## src/rtl/vga_timing_gen.sv

```systemverilog
// vga_timing_gen: pixel-tick divider, raster counters and zero-skew registered sync/blank/fetch decode.
// Every output is registered from the position it will present, so all decoded outputs line up with x_pos/y_pos.
module vga_timing_gen #(
    parameter int PIX_DIV   = 4,
    parameter int H_AREA    = 640,
    parameter int H_FP      = 16,
    parameter int H_SYNC    = 96,
    parameter int H_BP      = 48,
    parameter int V_AREA    = 480,
    parameter int V_FP      = 10,
    parameter int V_SYNC    = 2,
    parameter int V_BP      = 33,
    parameter bit HSYNC_POL = 1'b0,
    parameter bit VSYNC_POL = 1'b0,
    parameter int PREFETCH  = 2,
    localparam int H_TOTAL  = H_AREA + H_FP + H_SYNC + H_BP,
    localparam int V_TOTAL  = V_AREA + V_FP + V_SYNC + V_BP,
    localparam int XW       = $clog2(H_TOTAL),
    localparam int YW       = $clog2(V_TOTAL)
) (
    input  logic          CLK_40,
    input  logic          reset,
    input  logic          enable,
    output logic          pixel_en,
    output logic [XW-1:0] x_pos,
    output logic [YW-1:0] y_pos,
    output logic          hsync,
    output logic          vsync,
    output logic          blank,
    output logic          active,
    output logic          line_start,
    output logic          frame_start,
    output logic          fetch_en,
    output logic [XW-1:0] fetch_x,
    output logic [YW-1:0] fetch_y
);
    localparam int DW  = (PIX_DIV > 1) ? $clog2(PIX_DIV) : 1;
    localparam int XW1 = XW + 1;
    localparam int YW1 = YW + 1;
    localparam logic [DW-1:0] DIV_LAST = DW'(PIX_DIV - 1);
    localparam logic [XW-1:0] X_LAST   = XW'(H_TOTAL - 1);
    localparam logic [YW-1:0] Y_LAST   = YW'(V_TOTAL - 1);
    // PREFETCH < H_TOTAL, so the reset fetch point is either the reset pixel itself or on line 0.
    localparam logic [XW-1:0] FX_RST   = (PREFETCH == 0) ? X_LAST : XW'(PREFETCH - 1);
    localparam logic [YW-1:0] FY_RST   = (PREFETCH == 0) ? Y_LAST : YW'(0);
    localparam logic [XW:0]   HA  = XW1'(H_AREA);
    localparam logic [XW:0]   HS0 = XW1'(H_AREA + H_FP);
    localparam logic [XW:0]   HS1 = XW1'(H_AREA + H_FP + H_SYNC);
    localparam logic [YW:0]   VA  = YW1'(V_AREA);
    localparam logic [YW:0]   VS0 = YW1'(V_AREA + V_FP);
    localparam logic [YW:0]   VS1 = YW1'(V_AREA + V_FP + V_SYNC);

    logic [DW-1:0] div_q, div_d;
    logic [XW-1:0] x_q, x_d, fx_q, fx_d;
    logic [YW-1:0] y_q, y_d, fy_q, fy_d;
    logic          tick, hs_d, vs_d, act_d, fact_d;
    logic          pixel_en_q, hsync_q, vsync_q, blank_q, active_q;
    logic          line_start_q, frame_start_q, fetch_en_q;

    always_comb begin
        tick   = enable && (div_q == DIV_LAST);
        div_d  = tick ? '0 : div_q + 1'b1;
        x_d    = (x_q == X_LAST) ? '0 : x_q + 1'b1;
        y_d    = (x_q != X_LAST) ? y_q : (y_q == Y_LAST) ? '0 : y_q + 1'b1;
        fx_d   = (fx_q == X_LAST) ? '0 : fx_q + 1'b1;
        fy_d   = (fx_q != X_LAST) ? fy_q : (fy_q == Y_LAST) ? '0 : fy_q + 1'b1;
        hs_d   = ({1'b0, x_d} >= HS0 && {1'b0, x_d} < HS1) ? HSYNC_POL : ~HSYNC_POL;
        vs_d   = ({1'b0, y_d} >= VS0 && {1'b0, y_d} < VS1) ? VSYNC_POL : ~VSYNC_POL;
        act_d  = ({1'b0, x_d} < HA) && ({1'b0, y_d} < VA);
        fact_d = ({1'b0, fx_d} < HA) && ({1'b0, fy_d} < VA);
    end

    always_ff @(posedge CLK_40 or posedge reset) begin
        if (reset) begin
            div_q         <= '0;
            x_q           <= X_LAST;
            y_q           <= Y_LAST;
            fx_q          <= FX_RST;
            fy_q          <= FY_RST;
            pixel_en_q    <= 1'b0;
            hsync_q       <= ~HSYNC_POL;
            vsync_q       <= ~VSYNC_POL;
            blank_q       <= 1'b1;
            active_q      <= 1'b0;
            line_start_q  <= 1'b0;
            frame_start_q <= 1'b0;
            fetch_en_q    <= 1'b0;
        end else begin
            pixel_en_q    <= tick;
            line_start_q  <= tick && (x_d == '0);
            frame_start_q <= tick && (x_d == '0) && (y_d == '0);
            fetch_en_q    <= tick && fact_d;
            if (enable)
                div_q <= div_d;
            if (tick) begin
                x_q      <= x_d;
                y_q      <= y_d;
                fx_q     <= fx_d;
                fy_q     <= fy_d;
                hsync_q  <= hs_d;
                vsync_q  <= vs_d;
                active_q <= act_d;
                blank_q  <= ~act_d;
            end
        end
    end

    assign pixel_en    = pixel_en_q;
    assign x_pos       = x_q;
    assign y_pos       = y_q;
    assign hsync       = hsync_q;
    assign vsync       = vsync_q;
    assign blank       = blank_q;
    assign active      = active_q;
    assign line_start  = line_start_q;
    assign frame_start = frame_start_q;
    assign fetch_en    = fetch_en_q;
    assign fetch_x     = fx_q;
    assign fetch_y     = fy_q;
endmodule
```

## config.mk

```make
export PLATFORM = sky130hd
export DESIGN_NAME = vga_timing_gen
export DESIGN_NICKNAME = d
export VERILOG_FILES = /design/src/rtl/vga_timing_gen.sv
export SDC_FILE = /design/constraint.sdc
export NUM_CORES = 1
export LEC_CHECK = 0
export BUFFER_PORTS_ARGS = -buffer_cell sky130_fd_sc_hd__buf_2
export CAP_MARGIN = 0
export CORE_ASPECT_RATIO = 1.2
export CORE_MARGIN = 4
export CORE_UTILIZATION = 61
export DETAILED_ROUTE_END_ITERATION = 10
export GPL_TIMING_DRIVEN = 0
export MAX_ROUTING_LAYER = met4
export PLACE_DENSITY = 0.85
export RECOVER_POWER = 100
export REMOVE_ABC_BUFFERS = 1
export SLEW_MARGIN = 15
export SYNTH_ARGS = -nofsm -noshare
export SYNTH_HDL_FRONTEND = slang
export SYNTH_SLANG_ARGS = --single-unit
```

## constraint.sdc

```tcl
create_clock -name CLK_40 -period 4.82 [get_ports CLK_40]
set_input_delay 0.964 -clock CLK_40 [delete_from_list [all_inputs] [get_ports CLK_40]]
set_output_delay 0.964 -clock CLK_40 [all_outputs]
set_load 0.05 [all_outputs]
```

**Word level (Yosys, flattened, before mapping)**

Cells that the tools add are included.

- Bits in read-only memories: 0
- RAM bits: 0
- Bits in registers: 50
- Bits in latches: 0
- Input port bits: 3
- Word-level logic and storage cells: 53
- Output and inout port bits: 48
- Memories kept: 0

- Muxes and demuxes: 9
- Div/mod/pow operators: 0
- Shift-type cells: 0
- Eq/ne operators: 7
- $lt $le $gt $ge: 8
- Reduce and logical (&&, ||, !) cells: 10
- Bitwise operators: 1
- Multipliers: 0
- $add $sub $neg: 5

Operators with widths:

| operator | number |
|---|---|
| two-way mux 10 bit | 6 |
| adder 10 x 1 -> 10 bit, second input constant | 4 |
| == test 10 bit, second input constant | 4 |
| < comparator 10 bit, second input constant | 3 |
| < comparator 10 x 9 -> 1 bit, second input constant | 3 |
| logical NOT 10 bit | 2 |
| != test 10 bit, second input constant | 2 |
| >= comparator 10 bit, second input constant | 1 |
| >= comparator 10 x 9 -> 1 bit, second input constant | 1 |
| logical AND 1 bit | 8 |
| adder 2 x 1 -> 2 bit, second input constant | 1 |
| == test 2 bit, second input constant | 1 |
| two-way mux 1 bit | 2 |
| two-way mux 2 bit | 1 |
| NOT 1 bit | 1 |

**Logic depth before layout (Yosys ltp)**

Gate-level depths: netlist of the first run.

- Depth after elaboration: 6
- Depth in mapped cells: 10
- Depth with buffers taken out: 8

**Worst setup path after synthesis of the first run**

No wires, ideal clock.

- Path kind: register to register
- Start: reg x_q[0], in the netlist x_pos[0]
- End: reg vsync_q, in the netlist vsync
- Buffers on the path: 1
- Data required time: 4737 ps
- Slack: 2220 ps
- Period minus slack after synthesis: 2600 ps
- Setup time: 83 ps
- Arrival: 2517 ps
- Cell stages (with the launch flop): 9
- Path through: dfstp_2 -> ha_1 -> and4_1 -> buf_4 -> nand3_4 -> or3_1 -> a21o_1 -> or3_1 -> o32a_1

- Longest elaborated chain between the ends: 5
- Elaborated cells on any way between the ends: 6
- Classes of those cells: 2 x order compare; 1 x eq/ne; 2 x mux; 1 x reduce/logical

Ends and longest elaborated chain:

| element | RTL line | RTL |
|---|---|---|
| start: declaration | 54 | `logic [XW-1:0] x_q, x_d, fx_q, fx_d;` |
| start signal: assignment | 76 | `x_q <= X_LAST;` |
| start signal: assignment | 96 | `x_q <= x_d;` |
| != test 10 bit (*) | 64 | `y_d = (x_q != X_LAST) ? y_q : (y_q == Y_LAST) ? '0 : y_q + 1'b1;` |
| two-way mux 10 bit (*) | 64 |  |
| >= comparator 10 x 9 -> 1 bit / < comparator 10 x 9 -> 1 bit (equally long branches) | 68 | `vs_d = ({1'b0, y_d} >= VS0 && {1'b0, y_d} < VS1) ? VSYNC_POL : ~VSYNC_POL;` |
| logical AND 1 bit (*) | 68 |  |
| two-way mux 1 bit (*) | 68 |  |
| end signal: assignment | 82 | `vsync_q <= ~VSYNC_POL;` |
| end signal: assignment | 101 | `vsync_q <= vs_d;` |
| end: declaration | 57 | `logic pixel_en_q, hsync_q, vsync_q, blank_q, active_q;` |

Mark *: on every way between the ends. The rest lies on a longest branch, timed or not.
A chain may end at the register's enable or synchronous reset.

**Worst setup path in the final report of the first run**

- Start: in enable
- End: reg vsync_q, in the netlist vsync

- Longest elaborated chain between the ends: 1

Ends and longest elaborated chain:

| element | RTL line | RTL |
|---|---|---|
| start: declaration | 23 | `input logic enable,` |
| logical AND 1 bit | 61 | `tick = enable && (div_q == DIV_LAST);` |

No other way between the ends.

==> results of run 1 <==
kinds of logic after synthesis:
kind of cell / synth area share, %
multiplexers: 1.29
buffers and inverters: 5.47
AO/OA/AOI/OAI: 18.7
XOR/XNOR: 5.20
AND/OR/NAND/NOR: 26.6
flip-flops: 39.6
adder cells (fa/ha/maj): 3.13
critical path: cells and delay by family:
kind            cells  cell delay (ps)
compound gates      2              340
buf+inv             2             1090
simple gates        4             1860
per-stage QoR:
| stage | area, µm² | utilization (%) |
|---|---|---|
| 3_5_place_dp | 3400 | 67.9 |
| 5_1_grt | 3410 | 68.1 |
| 3_3_place_gp | 3380 | 67.5 |
| 2_1_floorplan | 3060 | - |
| 6_report | 3410 | 68.1 |
| 4_1_cts | 3510 | 70.1 |
path summary, 6_finish.rpt:
check	from	end	slack, ps	depth (start not counted)
setup / recovery	enable	vsync$_DFFE_PP1P_	780	8
hold / removal	active$_DFFE_PP0P_	active$_DFFE_PP0P_	500	2
setup reg to reg	div_q[0]$_DFFE_PP0P_	vsync$_DFFE_PP1P_	1090	8
hold reg to reg	active$_DFFE_PP0P_	active$_DFFE_PP0P_	500	2
max in group asynchronous	reset	fetch_x[6]$_DFFE_PP0P_	1990	3
min in group asynchronous	reset	frame_start$_DFF_PP0_	670	2
state kept, by name, indices dropped and copies added (netlist names):
signal       cells
active           1
fetch_y         10
y_pos           10
x_pos           10
line_start       1
fetch_x         10
vsync            1
hsync            1
pixel_en         1
fetch_en         1
div_q            2
blank            1
frame_start      1
layer usage:
layer	vias up	routed length [µm]	GRT usage (%)
li1	1401	-	-
met1	1363	3200	29.4
met2	86	3700	42.5
met3	7	384	4.04
met4	0	72	7.91
met5	-	0	-
cells in the final DEF (no fill, tap or decap), types with 2 or more instances in the layout:
master and instances:
clkbuf_8 5, a21o_1 4, nor4b_1 2, dfrtp_1 36, nor3_1 12, ha_1 8, or3_1 3, or4_1 5
a31oi_1 8, and3_1 9, mux2i_1 3, clkbuf_1 52, nand4b_1 2, nand2b_1 6, o21ai_0 40, a22o_1 3
nor4_1 4, nor2_1 20, dfstp_1 2, xnor2_1 15, a21oi_1 7, xor2_1 4, o31ai_1 10, nand3b_1 3
or2_2 3, and4_1 4, dfstp_2 12, o21a_1 5, nand2_1 50, nand4_1 10, inv_1 8, o211ai_1 4
nand3_1 15
cell type report:
type	instances	area (µm²)	share of cell area [%]
tap	60	75.1	2.20
timing repair buffer	51	193	5.65
clock buffer	7	76.3	2.24
inverter	8	30.0	0.880
clock inverter	1	30.0	0.880
multi-input combinational	282	1740	51.0
sequential	50	1270	37.2
where the power goes:
| part | switching [mW] | total (mW) | internal (mW) |
|---|---|---|---|
| Clock | 0.138 | 0.293 | 0.156 |
| Sequential | 0.0604 | 0.537 | 0.476 |
| Combinational | 0.224 | 0.295 | 0.0704 |
| Total | 0.423 | 1.12 | 0.702 |
==> metrics.cfg, run 1 <==
[yosys]
ys_types = 62
ys.flop_type = dfrtp_1
ys_ff_latch = 50
yosysSeqAreaShare_pct = 39.6
synth_most_common_cell = nand2_1
syn_area_um2 = 3200
yosysTopAreaCell = dfrtp_1
async_flop_share_pct = 100
avgSynthCellArea_um2 = 8.75
synthTopCellsByCount = nand2_1, o21ai_0, dfrtp_1
ys_warn_count = 0
synth-edff-count = 0
synthTopCellsByArea = dfrtp_1, dfstp_2, o21ai_0
yosysTopAreaCellShare_pct = 28.1
syn-instance-count = 366

[power_and_ir_drop]
power.density_nw_per_um2 = 330
ir_drop_mv = 0.266
p_leak_nw = 1.34
p_total_mw = 1.12

[outcome]
outcome = finished with violations
violations = capacitance limit, slew limit

[die]
start_util_pct = 63.9
io_pins = 51
core_area_um2 = 5010
rows = 28
dieHeight_um = 87.4
fp.dieArea_um2 = 6480
fp.dieW_um = 74.2

[sta]
fin_skew_ps = 4.09
fin_ws_ps = 779
period_minus_slack_ps = 4040
relSlewSlack_pct = -28.9
maxSlewViolCount = 38
worst_pin_slew_ps = 1930
tns_ps = 0
setup_viol = 0
rsz0062_at_grt = false
hold_viol = 0
fin_crit_sh_pct = 83.8
fmax_ghz = 0.247
hold-worst-slack_ps = 502

[final_layout]
finalNetCount = 409
num_antenna_cells = 0
drive_gt1_share_pct = 6.77
nFillCells = 441
final_cells = 459
syn2layout_area_growth_pct = 6.48

[grt]
antenna_found_initial = 0
grt_overflow_total = 0
grt_pass1_vias = 2764
grt_pass1_wl_um = 12500
grt_max_degree = 38
track_usage_pct = 24.8

[clock_tree]
cts-htree-levels = 2
cts_tree = done
cts.repair.resized = 0
root_buffer = clkbuf_8
path_clk_slew_ps = 90
numCtsBuffers = 5
cts_buffer_depth = 2
cts_sinks = 50
postCtsHoldBufs = 0
cts_setup_buffers = 0
clock_latency_ps = 300

[setup_path]
critPathMaxStageDelay_ps = 930
crit_path_cell_trace = clkbuf_1 -> nand2_1 -> inv_1 -> nand4_1 -> nor3b_1 -> a31oi_1 -> or2_2 -> o32a_1
path_class = in -> reg
cp_data_required_time_ps = 5050
slowest_stage = inv_1
cp-start-kind = input pin
cp-end-kind = flop
crit_fanout = 30
crit_arrival_ps = 4270

[flow_run]
cap_violations = 1

[route]
wl_um = 7360
ant_nets = 0
wl_per_cell_um = 16.0
via_count = 2857
drc = 0
first_iter_violations = 217
dr.pass1.iters = 4
vias_per_cell = 6.22

[place]
hpwl_um = 5170
place.gp.congestion = 0.893
place.port_buffers = 50
place_ws_ps = 701
place_inst = 451

[min_path]
hold_path_class = reg -> reg

Power figures use the tool's default switching activity.
==> inputs of run 2 (changes only) <==
--- a/config.mk
+++ b/config.mk
@@ -9,11 +9,11 @@
 export CAP_MARGIN = 0
 export CORE_ASPECT_RATIO = 1.2
 export CORE_MARGIN = 4
-export CORE_UTILIZATION = 61
+export CORE_UTILIZATION = 51
 export DETAILED_ROUTE_END_ITERATION = 10
 export GPL_TIMING_DRIVEN = 0
 export MAX_ROUTING_LAYER = met4
-export PLACE_DENSITY = 0.85
+export PLACE_DENSITY = 0.76
 export RECOVER_POWER = 100
 export REMOVE_ABC_BUFFERS = 1
 export SLEW_MARGIN = 15
==> constraint.sdc (replaced) <==
create_clock -name CLK_40 -period 3.6 [get_ports CLK_40]
set_input_delay 0.72 -clock CLK_40 [delete_from_list [all_inputs] [get_ports CLK_40]]
set_output_delay 0.72 -clock CLK_40 [all_outputs]
set_load 0.05 [all_outputs]
==> run 2 against run 1 <==
Critical path depth is the same; clock skew grew 9.4 ps; sequential share of layout area shrank 0.26 points; wire length shrank 1.6%; die area grew 18%; global-route usage shrank 4.2 points; clock-buffer cell count is the same; the run still ends with capacitance limit, slew limit left; total power grew 29%; sequential power grew 34%.
==> metrics.cfg, run 2 (synthesis results as in run 1) <==
[outcome]
outcome = finished with violations
violations = capacitance limit, slew limit

[die]
core_area_um2 = 6050
fp.dieArea_um2 = 7620
start_util_pct = 52.9
fp.dieW_um = 80.3
rows = 31
dieHeight_um = 94.8
io_pins = 51

[sta]
setup_viol = 0
tns_ps = 0
fin_skew_ps = 13.5
fin_crit_sh_pct = 88.0
hold_viol = 0
rsz0062_at_grt = false
relSlewSlack_pct = -28.1
worst_pin_slew_ps = 1920
fmax_ghz = 0.316
period_minus_slack_ps = 3170
maxSlewViolCount = 37

[flow_run]
cap_violations = 1

[setup_path]
crit_fanout = 30
crit_path_cell_trace = ha_1 -> nand2_1 -> clkinvlp_4 -> nand4_2 -> nor3b_1 -> a31oi_1 -> or2_2 -> o32a_1
rr_endpoint = vsync$_DFFE_PP1P_
r2r_cells = 8
cp.buffers_inverters = 1
cp-end-kind = flop
cp-start-kind = flop
ff2ff_setup_slack_ps = 430
crit_arrival_ps = 3410
critPathMaxStageDelay_ps = 700
cp_data_required_time_ps = 3840
slowest_stage = clkinvlp_4
path_class = reg -> reg
crit_family = simple AND/OR/NAND/NOR gates
r2r_start = div_q[0]$_DFFE_PP0P_

[clock_tree]
cts_sinks = 50
path_clk_slew_ps = 100
postCtsHoldBufs = 0
root_buffer = clkbuf_8
cts_buffer_depth = 2
clock_latency_ps = 300
cts_tree = done
cts-htree-levels = 2
numCtsBuffers = 5

[route]
first_iter_violations = 144
drc = 0
vias_per_cell = 5.98
dr.pass1.iters = 4
via_count = 2877
wl_per_cell_um = 15.1
ant_nets = 0
wl_um = 7240

[grt]
grt_overflow_total = 0
track_usage_pct = 20.6
grt_pass1_vias = 2653
antenna_found_initial = 0
grt_pass1_wl_um = 12300
grt_max_degree = 37

[final_layout]
final_cells = 481
finalNetCount = 409
syn2layout_area_growth_pct = 7.23
nFillCells = 578
layout.cells.most_common_list = nand2_1, clkbuf_1, o21ai_0
num_antenna_cells = 0
drive_gt1_share_pct = 7.77

[power_and_ir_drop]
p_leak_nw = 1.33
ir_drop_mv = 0.373
power.density_nw_per_um2 = 423

[place]
place.port_buffers = 50
hpwl_um = 5100
place.gp.congestion = 0.873
place_inst = 473

[min_path]
hold_path_class = in -> async

[run 2: power by group]
group	leakage (nW)	switching, mW	internal [mW]
combinational	0.645	0.302	0.0946
sequential	0.635	0.0799	0.638
clock	0.0482	0.185	0.156
total	1.33	0.566	0.888
[run 2: layer usage]
| layer | GRT usage (%) | share of wire (%) | routed length (µm) | vias to the layer above |
|---|---|---|---|---|
| met5 | - | 0 | 0 | - |
| met4 | 6.48 | 0.70 | 51 | 0 |
| met3 | 3.44 | 4.3 | 315 | 4 |
| met2 | 34.8 | 50 | 3610 | 66 |
| met1 | 25.1 | 45 | 3270 | 1410 |
| li1 | - | - | - | 1397 |
[run 2: worst max-delay path by stage]
| stage | start | to | cells after the start |
|---|---|---|---|
| 2_1_floorplan | enable | vsync$_DFFE_PP1P_ | 7 |
| 4_1_cts | div_q[0]$_DFFE_PP0P_ | vsync$_DFFE_PP1P_ | 8 |
| 6_report | div_q[0]$_DFFE_PP0P_ | vsync$_DFFE_PP1P_ | 8 |
| 3_3_place_gp | enable | vsync$_DFFE_PP1P_ | 8 |
| 3_5_place_dp | enable | vsync$_DFFE_PP1P_ | 8 |
| 5_1_grt | div_q[0]$_DFFE_PP0P_ | vsync$_DFFE_PP1P_ | 8 |
[run 2: metrics by stage]
stage	hold WS [ps]	worst slack (ps)	cell area (µm²)	power [mW]	util, %
after global placement	456	-340	3410	1.13	56.4
after floorplan	457	776	3060	1.04	-
final	444	433	3430	1.45	56.8
after global routing	514	78.7	3430	1.54	56.8
after CTS	374	358	3530	1.49	58.3
after detailed placement	468	-344	3430	1.15	56.7
[run 2: what timing repair did]
action,4_1_cts,5_1_grt
endpoints found under the hold margin,0,0
setup buffers,0,0
gates resized for setup,1,0
endpoints found under the setup margin,1,0
[run 2: cell type report]
cell class	instances	area (µm²)	area share [%]
well taps	82	103	2.99
clock buffers	7	86.3	2.51
flip-flops and latches	50	1270	36.9
repair buffers	51	194	5.65
inverters	8	33.8	0.984
multi-input cells	282	1740	50.8
clock inverters	1	5.00	0.146
